File: src/rtl/pc_seq_pkg.sv
// Shared types and constants for the PC sequencer.
// Latency: none (declarations only).
// Backpressure: not applicable.
package pc_seq_pkg;

  typedef enum logic [1:0] {
    IDLE  = 2'd0,
    FETCH = 2'd1,
    TRAP  = 2'd2
  } state_t;

  localparam logic [31:0] DEF_RESET_PC = 32'h0000_0000;
  localparam logic [31:0] DEF_TRAP_VEC = 32'h0000_0100;
  localparam logic [31:0] PC_INC       = 32'd4;
  localparam int          DEF_CNT_W    = 32;

endpackage

File: src/rtl/pc_sequencer_if.sv
// Bundle of branch-decision inputs and PC/trap/counter outputs of the sequencer.
// Latency: none (wires only).
// Backpressure: imem_ready/stall from the core hold the sequencer; no reverse flow.
interface pc_sequencer_if #(
  parameter int CNT_W = 32
);

  logic             next_pc_src;
  logic [31:0]      alu_target;
  logic             imem_ready;
  logic             stall;
  logic             trap_clear;
  logic [31:0]      pc;
  logic [31:0]      pc_plus4;
  logic             imem_req;
  logic             trap;
  logic [31:0]      trap_addr;
  logic [CNT_W-1:0] instret;

  // Core side: drives the decision, consumes the PC and status.
  modport master (
    output next_pc_src, alu_target, imem_ready, stall, trap_clear,
    input  pc, pc_plus4, imem_req, trap, trap_addr, instret
  );

  // Sequencer side.
  modport slave (
    input  next_pc_src, alu_target, imem_ready, stall, trap_clear,
    output pc, pc_plus4, imem_req, trap, trap_addr, instret
  );

endinterface

File: src/rtl/pc_target_check.sv
// Normalises a jump target (bit0 cleared, JALR style) and flags word misalignment.
// Latency: purely combinational.
// Backpressure: none; result is valid whenever alu_target is.
module pc_target_check (
  input  logic [31:0] alu_target,
  output logic [31:0] tgt,
  output logic        misaligned
);

  // Bit0 is dropped first; what remains misaligned is bit1 only.
  always_comb begin
    tgt        = alu_target & ~32'h0000_0001;
    misaligned = tgt[1];
  end

endmodule

File: src/rtl/pc_sequencer.sv
// Owns the architectural PC: sequential/branch update, misaligned-target trap, retire counter.
// Latency: a decision presented in cycle N is visible on pc in cycle N+1.
// Backpressure: imem_ready low or stall high holds pc and instret; TRAP blocks commits until trap_clear.
module pc_sequencer
  import pc_seq_pkg::*;
#(
  parameter logic [31:0] RESET_PC = DEF_RESET_PC,
  parameter logic [31:0] TRAP_VEC = DEF_TRAP_VEC,
  parameter int          CNT_W    = DEF_CNT_W
) (
  input  logic         clk,
  input  logic         rst_n,
  pc_sequencer_if.slave bus
);

  localparam logic [CNT_W-1:0] CNT_ONE = {{(CNT_W-1){1'b0}}, 1'b1};

  state_t           state_q, state_d;
  logic [31:0]      pc_q, pc_d;
  logic             trap_q, trap_d;
  logic [31:0]      trap_addr_q, trap_addr_d;
  logic [CNT_W-1:0] instret_q, instret_d;

  logic [31:0]      tgt;
  logic             misaligned;
  logic             commit;

  pc_target_check u_tgt_chk (
    .alu_target (bus.alu_target),
    .tgt        (tgt),
    .misaligned (misaligned)
  );

  // stall wins over imem_ready; only FETCH can retire an instruction.
  assign commit = (state_q == FETCH) && bus.imem_ready && !bus.stall;

  // State register.
  always_ff @(posedge clk or negedge rst_n) begin
    if (!rst_n) begin
      state_q <= IDLE;
    end else begin
      state_q <= state_d;
    end
  end

  // PC, trap status and retire counter registers.
  always_ff @(posedge clk or negedge rst_n) begin
    if (!rst_n) begin
      pc_q        <= RESET_PC;
      trap_q      <= 1'b0;
      trap_addr_q <= 32'h0000_0000;
      instret_q   <= '0;
    end else begin
      pc_q        <= pc_d;
      trap_q      <= trap_d;
      trap_addr_q <= trap_addr_d;
      instret_q   <= instret_d;
    end
  end

  // Next-state and datapath update; everything holds unless a commit or trap_clear acts.
  always_comb begin
    state_d     = state_q;
    pc_d        = pc_q;
    trap_d      = trap_q;
    trap_addr_d = trap_addr_q;
    instret_d   = instret_q;
    case (state_q)
      IDLE: begin
        state_d = FETCH;
      end
      FETCH: begin
        if (commit) begin
          // The trapping instruction still counts as retired.
          instret_d = instret_q + CNT_ONE;
          if (bus.next_pc_src) begin
            if (misaligned) begin
              trap_d      = 1'b1;
              trap_addr_d = tgt;
              state_d     = TRAP;
            end else begin
              pc_d = tgt;
            end
          end else begin
            pc_d = pc_q + PC_INC;
          end
        end
      end
      TRAP: begin
        // trap_addr is left as a record of the last offending target.
        if (bus.trap_clear) begin
          pc_d    = TRAP_VEC;
          trap_d  = 1'b0;
          state_d = FETCH;
        end
      end
      default: begin
        state_d = IDLE;
      end
    endcase
  end

  assign bus.pc        = pc_q;
  assign bus.pc_plus4  = pc_q + PC_INC;
  assign bus.imem_req  = (state_q == FETCH);
  assign bus.trap      = trap_q;
  assign bus.trap_addr = trap_addr_q;
  assign bus.instret   = instret_q;

endmodule

File: src/flat_wrapper.sv
// flat-port wrapper written by rule: the top's interface ports become plain ports
module pc_sequencer_flat import pc_seq_pkg::*;
#(
  parameter logic [31:0] RESET_PC = DEF_RESET_PC,
  parameter logic [31:0] TRAP_VEC = DEF_TRAP_VEC,
  parameter int          CNT_W    = DEF_CNT_W
)
  (clk, rst_n, bus_next_pc_src, bus_alu_target, bus_imem_ready, bus_stall, bus_trap_clear, bus_pc, bus_pc_plus4, bus_imem_req, bus_trap, bus_trap_addr, bus_instret);
  pc_sequencer_if #(.CNT_W(CNT_W)) bus_i ();
  input  logic clk;
  input  logic rst_n;
  input wire logic [$bits(bus_i.next_pc_src)-1:0] bus_next_pc_src;
  input wire logic [$bits(bus_i.alu_target)-1:0] bus_alu_target;
  input wire logic [$bits(bus_i.imem_ready)-1:0] bus_imem_ready;
  input wire logic [$bits(bus_i.stall)-1:0] bus_stall;
  input wire logic [$bits(bus_i.trap_clear)-1:0] bus_trap_clear;
  output wire logic [$bits(bus_i.pc)-1:0] bus_pc;
  output wire logic [$bits(bus_i.pc_plus4)-1:0] bus_pc_plus4;
  output wire logic [$bits(bus_i.imem_req)-1:0] bus_imem_req;
  output wire logic [$bits(bus_i.trap)-1:0] bus_trap;
  output wire logic [$bits(bus_i.trap_addr)-1:0] bus_trap_addr;
  output wire logic [$bits(bus_i.instret)-1:0] bus_instret;
  assign bus_i.next_pc_src = bus_next_pc_src;
  assign bus_i.alu_target = bus_alu_target;
  assign bus_i.imem_ready = bus_imem_ready;
  assign bus_i.stall = bus_stall;
  assign bus_i.trap_clear = bus_trap_clear;
  assign bus_pc = bus_i.pc;
  assign bus_pc_plus4 = bus_i.pc_plus4;
  assign bus_imem_req = bus_i.imem_req;
  assign bus_trap = bus_i.trap;
  assign bus_trap_addr = bus_i.trap_addr;
  assign bus_instret = bus_i.instret;
  pc_sequencer #(.RESET_PC(RESET_PC), .TRAP_VEC(TRAP_VEC), .CNT_W(CNT_W)) u_core (.clk(clk), .rst_n(rst_n), .bus(bus_i));
endmodule
File: config.mk
export PLATFORM = sky130hd
export DESIGN_NAME = pc_sequencer_flat
export DESIGN_NICKNAME = d
export VERILOG_FILES = /design/src/rtl/pc_seq_pkg.sv /design/src/rtl/pc_sequencer_if.sv /design/src/rtl/pc_target_check.sv /design/src/rtl/pc_sequencer.sv /design/src/flat_wrapper.sv
export SDC_FILE = /design/constraint.sdc
export NUM_CORES = 1
export LEC_CHECK = 0
export ABC_AREA = 1
export ABC_CLOCK_PERIOD_IN_PS = 5200
export BUFFER_PORTS_ARGS = -buffer_cell sky130_fd_sc_hd__buf_4
export CELL_PAD_IN_SITES_DETAIL_PLACEMENT = 1
export CELL_PAD_IN_SITES_GLOBAL_PLACEMENT = 2
export CORE_MARGIN = 2
export CORE_UTILIZATION = 30
export DETAILED_ROUTE_END_ITERATION = 16
export PLACE_DENSITY_LB_ADDON = 0.08
export SLEW_MARGIN = 20
export SYNTH_ARGS = -nofsm -noshare
export SYNTH_HDL_FRONTEND = slang
export SYNTH_SLANG_ARGS = --single-unit
File: constraint.sdc
create_clock -name clk -period 5.2 [get_ports clk]
set_input_delay 1.3 -clock clk [delete_from_list [all_inputs] [get_ports clk]]
set_output_delay 1.3 -clock clk [all_outputs]
set_load 0.02 [all_outputs]
# --- After elaboration in Yosys (flattened, before gate mapping) ---
# Cells that the tools add are included.
# W data, S select, Z words.
word_totals:
  wordCells: 39
  out_inout_bits: 130
  regBits: 98
  input_bits: 38
classes:
  muxes: 15
  reduce_logical: 10
  eq_ne: 7
  add_sub_neg: 2
op_table:
  columns: ["cell", "n"]
  rows:
  - ["$mux W32", 4]
  - ["$pmux W32 S2", 1]
  - ["$add A32 B1 Y32 const B", 1]
  - ["$add A32 B3 Y32 const B", 1]
  - ["$reduce_and A4 Y1", 3]
  - ["$mux W2", 4]
  - ["$ne A2 B2 Y1 const B", 3]
  - ["$pmux W2 S3", 1]
  - ["$reduce_and A5 Y1", 1]
  - ["$mux W1", 4]
  - ["$ne A3 B3 Y1 const B", 1]
  - ["$eq A2 B1 Y1 const B", 1]
  - ["$eq A2 B2 Y1 const B", 1]
  - ["$logic_and A1 B1 Y1", 2]
  - ["$logic_not A2 Y1", 1]
  - ["$ne A2 B1 Y1 const B", 1]
  - ["$pmux W1 S2", 1]
  - ["$reduce_and A2 Y1", 1]
  - ["$reduce_bool A2 Y1", 1]
  - ["$logic_not A1 Y1", 1]

# --- Depth between registers and ports, before layout ---
# Gate-level depths: netlist of run 1.
logic_depth:
  ltp_word: 5
  ltp_mapped: 11
  depth_no_buf: 11

# --- By module ---
# From an unflattened synthesis of run 1, not the netlist that was laid out.
hier_totals:
  hier_cells: 834
  hier_area_um2: 5944.5
by_module_without_submodules:
  columns: ["module", "seq_area_each_um2", "n_inst", "area_each_um2", "cells_each"]
  rows:
  - ["pc_sequencer", 2477.4, 1, 5693.0, 800]
  - ["pc_target_check", 0.0, 1, 251.5, 34]

# --- Least setup slack after synthesis of run 1 ---
# No wires, ideal clock.
synth_timing:
  kind: "reg2out"
  from: "reg u_core.pc_q[3], in the netlist u_core.bus.pc[3]"
  to: "out bus_pc_plus4[30]"
  n_path_buf: 0
  path_stages_with_launch: 8
  arrival_time_ps: 1587
  path_slack_ps: 2313
  t_required_ps: 3900
  cell_sequence: "dfrtp_1 -> ha_1 -> nand2_1 -> nor2_2 -> nand2_1 -> nor2_1 -> nand3_1 -> nand2_1"
synth_via:
  elab_chain_cells: 1
synth_lines:
  columns: ["item", "line", "rtl"]
  rows:
  - ["start: declaration", "pc_sequencer.sv:19", "logic [31:0] pc_q, pc_d;"]
  - ["start signal: assignment", "pc_sequencer.sv:54", "pc_q <= pc_d;"]
  - ["$add A32 B3 Y32", "pc_sequencer.sv:104", "assign bus.pc_plus4 = pc_q + PC_INC;"]
  - ["end: declaration", "flat_wrapper.sv:18", "output wire logic [$bits(bus_i.pc_plus4)-1:0] bus_pc_plus4;"]
# Every way passes these cells.

# --- Worst setup path after layout of run 1 ---
layout_timing:
  from: "reg u_core.pc_q[3], in the netlist u_core.bus.pc[3]"
  to: "out bus_pc_plus4[22]"
# The elaborated chain is that of the path after synthesis.

==> flow_summary.yaml, run 1 <==
outcome:
  outcome: "complete, no violations"
timing:
  slew-limit-headroom: 0.418
  setup_viol: 0
  fin_worst_skew_ns: 0.00794
  finalCritPeriodShare: 0.703
  min_period_ns: 3.65
  finalSetupTns_ns: 0
  fmax_mhz: 274
  hold_violations: 0
  drv_slew: 0
  worst_pin_slew_ns: 0.872
  rsz0062_at_grt: "no"
clock_tree:
  path_clk_slew_ns: 0.07
  cts_tree: "done"
  clkSinkCount: 96
  cts_hold_buf: 0
  cts_root_buffer: "clkbuf_16"
  cts_buffers: 9
  cts-htree-levels: 3
  insertion_delay_ns: 0.36
  clockBufferDepth: 2
  cts_resized: 0
  cts_setup_buffers: 0
routing:
  drt_iter0_drc: 176
  routedWlPerCell_um: 16.5
  drt-total-wl_mm: 19.8
  drt_first_pass_iters: 4
  drcViolationCount: 0
  routed_via_density: 4.73
  ant_nets: 0
  via_count: 5694
hold_path:
  hold_class: "reg2reg"
placement:
  post-dp-hpwl_mm: 15.0
  portBuffers: 161
  gp_congestion: 0.895
power:
  pwr_density_cell_nw_per_um2: 550
  p_sw_frac: 0.469
  comb_power_share: 0.507
  pwr-share-clk: 0.177
  internal-power_mw: 2.13
  seq_power_share: 0.316
  power.leakage_nw: 3.80
  switchingPower_mw: 1.88
  vdd_drop_max_mv: 0.232
yosys:
  yosys_register_bits: 96
  syn_area_um2: 5580
  yosysSeqAreaShare: 0.431
  syn_area_per_cell_um2: 6.88
  ys_types: 35
  netlist_instances: 811
  yosys_warnings: 0
setup_path:
  endpoint_kind: "output port"
  critical_path_arrival_ns: 2.35
  cp.required_ns: 3.90
  worstPathMaxFanout: 6
  path_class: "reg2out"
  crit_path_start_kind: "register"
floorplan:
  dieArea_um2: 19700
  start_util: 0.308
  io-pin-count: 168
  die_y_um: 140
  die_x_um: 140
  coreArea_um2: 18100
  rows: 49
flow_run:
  drv_cap: 0
final_layout:
  fin_nets: 1015
  drive_above_1_share: 0.210
  area_growth_pct: 31.1
  finalCoreUtilization: 0.404
  antennaDiodeCount: 0
grt:
  grt_usage: 0.203
  grt_max_degree: 65
  antenna_found_initial: 0
  grt_pass1_wl_mm: 31.8
  grt_pass1_vias: 5967
  overflow: 0
-- critical path, cell delays in order, from the launching register on --
cell and delay [ns]:
dfrtp_1 0.43, ha_1 0.19, nand2_1 0.08, nor2_2 0.29
nand2_1 0.17, nor2_1 0.41, nand3b_1 0.17, nand2_1 0.12
buf_4 0.15
-- worst paths after layout --
kind | from | endpoint | slack [ns] | cells after the start
min in group asynchronous | rst_n | u_core.bus.trap_addr[13] | 1.06 | 1
worst min-delay path | u_core.bus.trap_addr[18] | u_core.bus.trap_addr[18] | 0.47 | 2
worst min register to register | u_core.bus.trap_addr[18] | u_core.bus.trap_addr[18] | 0.47 | 2
max in group asynchronous | rst_n | u_core.bus.pc[13] | 3.09 | 2
worst max register to register | u_core.state_q[1] | u_core.bus.pc[9] | 2.21 | 10
worst max-delay path | u_core.bus.pc[3] | bus_pc_plus4[22] | 1.55 | 8
-- cell usage after synthesis, drive strengths merged --
cell type	number	area, µm²
inv	70	263
buf	7	53.8
nand3	46	240
clkbuf	13	48.8
xor2	14	123
o31ai	1	7.51
a22o	1	8.76
o21ai	34	170
a21boi	1	7.51
or2	3	18.8
dfrtp	96	2400
nor2b	1	8.76
nand2	351	1330
clkinv	1	3.75
and3	1	6.26
ha	7	87.6
xnor2	10	87.6
a21oi	3	26.3
o211ai	3	22.5
nor2	125	514
nand3b	8	60.1
o22ai	1	6.26
conb	1	3.75
nor3	4	20.0
nand4	9	56.3
-- metal layers --
layer / track usage / vias to the layer above / share of wire
li1: - / 2805 / -
met1: 0.266 / 2767 / 0.46
met2: 0.353 / 105 / 0.49
met3: 0.0267 / 17 / 0.035
met4: 0.0553 / 0 / 0.014
met5: 0 / - / 0
-- per-stage QoR --
| stage | worst slack [ns] | total power, mW | hold slack [ns] | std cells | area (µm²) |
|---|---|---|---|---|---|
| after floorplan | 2.31 | 2.42 | 0.531 | 815 | 5590 |
| after global placement | 1.83 | 3.28 | 0.455 | 1188 | 7010 |
| after detailed placement | 1.73 | 3.36 | 0.461 | 1188 | 7010 |
| after CTS | 1.52 | 4.09 | 0.479 | 1204 | 7310 |
| after global routing | 1.33 | 4.32 | 0.505 | 1204 | 7310 |
| final | 1.55 | 4.02 | 0.474 | 1204 | 7310 |
-- power groups by stage --
stage	registers, mW	logic, mW	clock network, mW
final	1.27	2.04	0.711
after floorplan	1.49	0.934	0
after detailed placement	1.28	2.08	0
after global placement	1.26	2.02	0
after global routing	1.31	2.24	0.758
after CTS	1.27	2.08	0.734
-- registers in the layout (all words and copies together) (netlist names) --
register,count
u_core.bus.trap_addr,31
u_core.bus.trap,1
u_core.state_q,2
u_core.bus.instret,32
u_core.bus.pc,30
-- cells in the final DEF, fill, tap and decap left out, types with 2 or more instances in the layout --
cell and count:
nand3b_1 8, buf_4 164, clkinv_2 2, a21oi_1 2, clkbuf_16 9, o21ai_1 3
nand3_1 44, o21ai_0 31, o211ai_1 3, nand2_2 2, ha_1 7, nor3_1 4
nand2_1 348, nor2_1 111, nor2_4 2, nor2_2 12, xor2_1 14, conb_1 5
dfrtp_1 96, or2_2 3, nand3_2 2, xnor2_1 10, inv_1 69, nand4_1 9
inv_6 2
-- layout make-up --
cell class / count / area [µm²]
fillers: 2326 / 10800
multi-input cells: 628 / 2820
flip-flops and latches: 96 / 2400
repair buffers: 164 / 1230
well taps: 229 / 287
inverters: 71 / 267
clock buffers: 10 / 239
clock inverters: 6 / 65.1
-- cells by family (layout without fill, tap and decap cells) --
kind of cell             after synthesis  after routing  share of synthesized area
XOR/XNOR                              24             24                     0.0377
AO/OA/AOI/OAI                         44             44                     0.0447
buffers and inverters                 91            251                     0.0662
flip-flops                            96             96                      0.431
adder cells (fa/ha/maj)                7              7                     0.0157
other                                  1              5                   0.000672
AND/OR/NAND/NOR                      548            548                      0.404
Note: power is estimated with default switching activity, not from simulation.
==> inputs of run 2 (changes only) <==
Settings changed: ABC_AREA 1 to 0, ABC_CLOCK_PERIOD_IN_PS 5200 to 3200, CORE_UTILIZATION 30 to 28.
Clock period 5.2 ns to 3.2 ns, I/O delays scaled along.
==> flow_summary.yaml, run 2 <==
outcome:
  outcome: "complete, no violations"
floorplan:
  start_util: 0.286
  io-pin-count: 168
  die_x_um: 140
  dieArea_um2: 19500
  coreArea_um2: 18000
  die_y_um: 140
  rows: 49
yosys:
  synthTopCellsByArea: "dfrtp_1 (47%), xnor2_1 (7.7%), mux2_2 (6.8%)"
  syn_area_per_cell_um2: 10.4
  ys_types: 52
  yosys_warnings: 0
  syn_area_um2: 5150
  netlist.top_cell.by_area: "dfrtp_1"
  ys.flop_type: "dfrtp_1"
  yosysMostFrequentCell: "dfrtp_1"
  synthTopCellsByCount: "dfrtp_1 (96), nand2_1 (48), xnor2_1 (45)"
  yosysTopAreaCellShare: 0.466
  yosys_register_bits: 96
  synth_edf_count: 0
  netlist_instances: 497
  yosysSeqAreaShare: 0.466
  async_flop_share: 1.00
setup_path:
  critical_path_arrival_ns: 2.25
  r2r_slack_ns: 0.63
  worstPathMaxFanout: 9
  endpoint_kind: "output port"
  path_class: "reg2out"
  max_stage_delay_ns: 0.48
  cp.required_ns: 2.40
  crit_buf_inv: 1
  cp_slowest_cell: "dfrtp_1"
  worstPathCellList: "nand3_4 > nor4_4 > nand3_1 > or2_2 > xnor2_1 > buf_4"
  crit_path_start_kind: "register"
  crit_family: "simple AND/OR/NAND/NOR gates"
clock_tree:
  clkSinkCount: 96
  cts_buffers: 9
  insertion_delay_ns: 0.36
  path_clk_slew_ns: 0.07
  cts_tree: "done"
  cts_hold_buf: 0
  cts_root_buffer: "clkbuf_16"
  clockBufferDepth: 2
  cts-htree-levels: 3
final_layout:
  final_cells: 912
  fin_nets: 723
  final_cell_mix: "buf_4 (191), dfrtp_1 (91), nand2_1 (48)"
  area_growth_pct: 38.8
  largest_reg_flops: 32
  drive_above_1_share: 0.387
  antennaDiodeCount: 0
  finalCoreUtilization: 0.397
  mostFrequentLayoutCell: "buf_4"
grt:
  overflow: 0
  antenna_found_initial: 0
  grt_usage: 0.175
  grt_pass1_wl_mm: 27.0
  grt_pass1_vias: 4740
  grt_max_degree: 59
power:
  pwr-share-clk: 0.183
  internal-power_mw: 3.79
  seq_power_share: 0.311
  switchingPower_mw: 2.91
  vdd_drop_max_mv: 0.470
  power.leakage_nw: 3.36
  pwr_density_cell_nw_per_um2: 937
  comb_power_share: 0.506
  p_sw_frac: 0.435
timing:
  setup_slack_ns: 0.149
  finalCritPeriodShare: 0.954
  slew-limit-headroom: 0.437
  hold_violations: 0
  worst_pin_slew_ns: 0.844
  drv_slew: 0
  rsz0062_at_grt: "yes"
  fin_worst_skew_ns: 0.00817
  fmax_mhz: 328
  min_period_ns: 3.05
  setup_viol: 0
placement:
  post-dp-hpwl_mm: 12.3
  place_ws_ns: 0.272
  dp_cells: 891
  gp_congestion: 0.752
  portBuffers: 161
routing:
  via_count: 4576
  drt_iter0_drc: 133
  routed_via_density: 5.02
  drcViolationCount: 0
  drt_first_pass_iters: 6
  drt-total-wl_mm: 17.1
  routedWlPerCell_um: 18.7
  ant_nets: 0
hold_path:
  hold_class: "reg2reg"
flow_run:
  drv_cap: 0
-- run 2: cell count changes after synthesis, moves of 11 or more --
| cell | delta |
|---|---|
| nand2_1 | -300 |
| inv_1 | -57 |
| a21oi_1 | +11 |
| o21ai_0 | -12 |
| mux2_2 | +31 |
| xnor2_1 | +35 |
| nor2_2 | -12 |
| nor2_1 | -80 |
| nand3_1 | -14 |
-- run 2: power groups by stage --
stage               Clock, mW  Sequential [mW]  Combinational, mW
floorplan                   0             2.49               1.43
global placement            0             2.06               3.33
detailed placement          0             2.09               3.38
CTS                      1.26             2.08               3.41
global route             1.32             2.16               3.65
finish                   1.23             2.08               3.39
-- run 2: cell families after synthesis --
kind of cell / Yosys count / synth area share
XOR/XNOR: 59 / 0.100
buffers and inverters: 37 / 0.0316
AND/OR/NAND/NOR: 189 / 0.207
other: 1 / 0.000728
flip-flops: 96 / 0.466
multiplexers: 39 / 0.0833
adder cells (fa/ha/maj): 7 / 0.0170
AO/OA/AOI/OAI: 69 / 0.0940
-- run 2: metal layers --
layer  global-route usage  vias up  wire, µm
met3               0.0320       14       739
li1                     -     2129         -
met1                0.244     2321      8070
met5                    0        -         0
met4               0.0505        0       223
met2                0.279      112      8030
-- run 2: worst reg2reg max path: stages, from the launching register on --
cell and delay, ns:
dfrtp_1 0.41, inv_1 0.12, ha_1 0.40, nand3b_4 0.18
or4_4 0.62, nor4_4 0.40, nand4_1 0.17, xnor2_1 0.16
-- run 2: worst paths after layout --
kind,start,to,cells after the start
setup / recovery,u_core.bus.pc[9],bus_pc_plus4[31],6
hold / removal,u_core.bus.instret[31],u_core.bus.instret[31],1
hold reg to reg,u_core.bus.instret[31],u_core.bus.instret[31],1
max in group asynchronous,rst_n,u_core.bus.instret[30],2
setup reg to reg,u_core.state_q[1],u_core.bus.instret[27],7
min in group asynchronous,rst_n,u_core.bus.trap_addr[24],1
-- run 2: cell type report --
| type | instances | area [µm²] |
|---|---|---|
| well taps | 229 | 287 |
| clock buffers | 9 | 225 |
| flip-flops and latches | 96 | 2410 |
| multi-input cells | 368 | 2650 |
| fillers | 2060 | 10900 |
| inverters | 12 | 45.0 |
| clock inverters | 7 | 103 |
| repair buffers | 191 | 1430 |
-- run 2: per-stage QoR --
step | setup TNS (ns) | power, mW | hold slack [ns] | area [µm²]
after floorplan | 0 | 3.92 | 0.504 | 5170
after global placement | 0 | 5.40 | 0.452 | 6730
after detailed placement | 0 | 5.48 | 0.468 | 6730
after CTS | 0 | 6.75 | 0.480 | 7090
after global routing | -0.0156 | 7.13 | 0.491 | 7150
final | 0 | 6.70 | 0.481 | 7150
-- run 2: what timing repair did --
item	in CTS	in global routing
cloned	0	0
resized for setup	4	8
pin swaps	2	3
setup endpoints to repair	7	7
buffers inserted	1	4
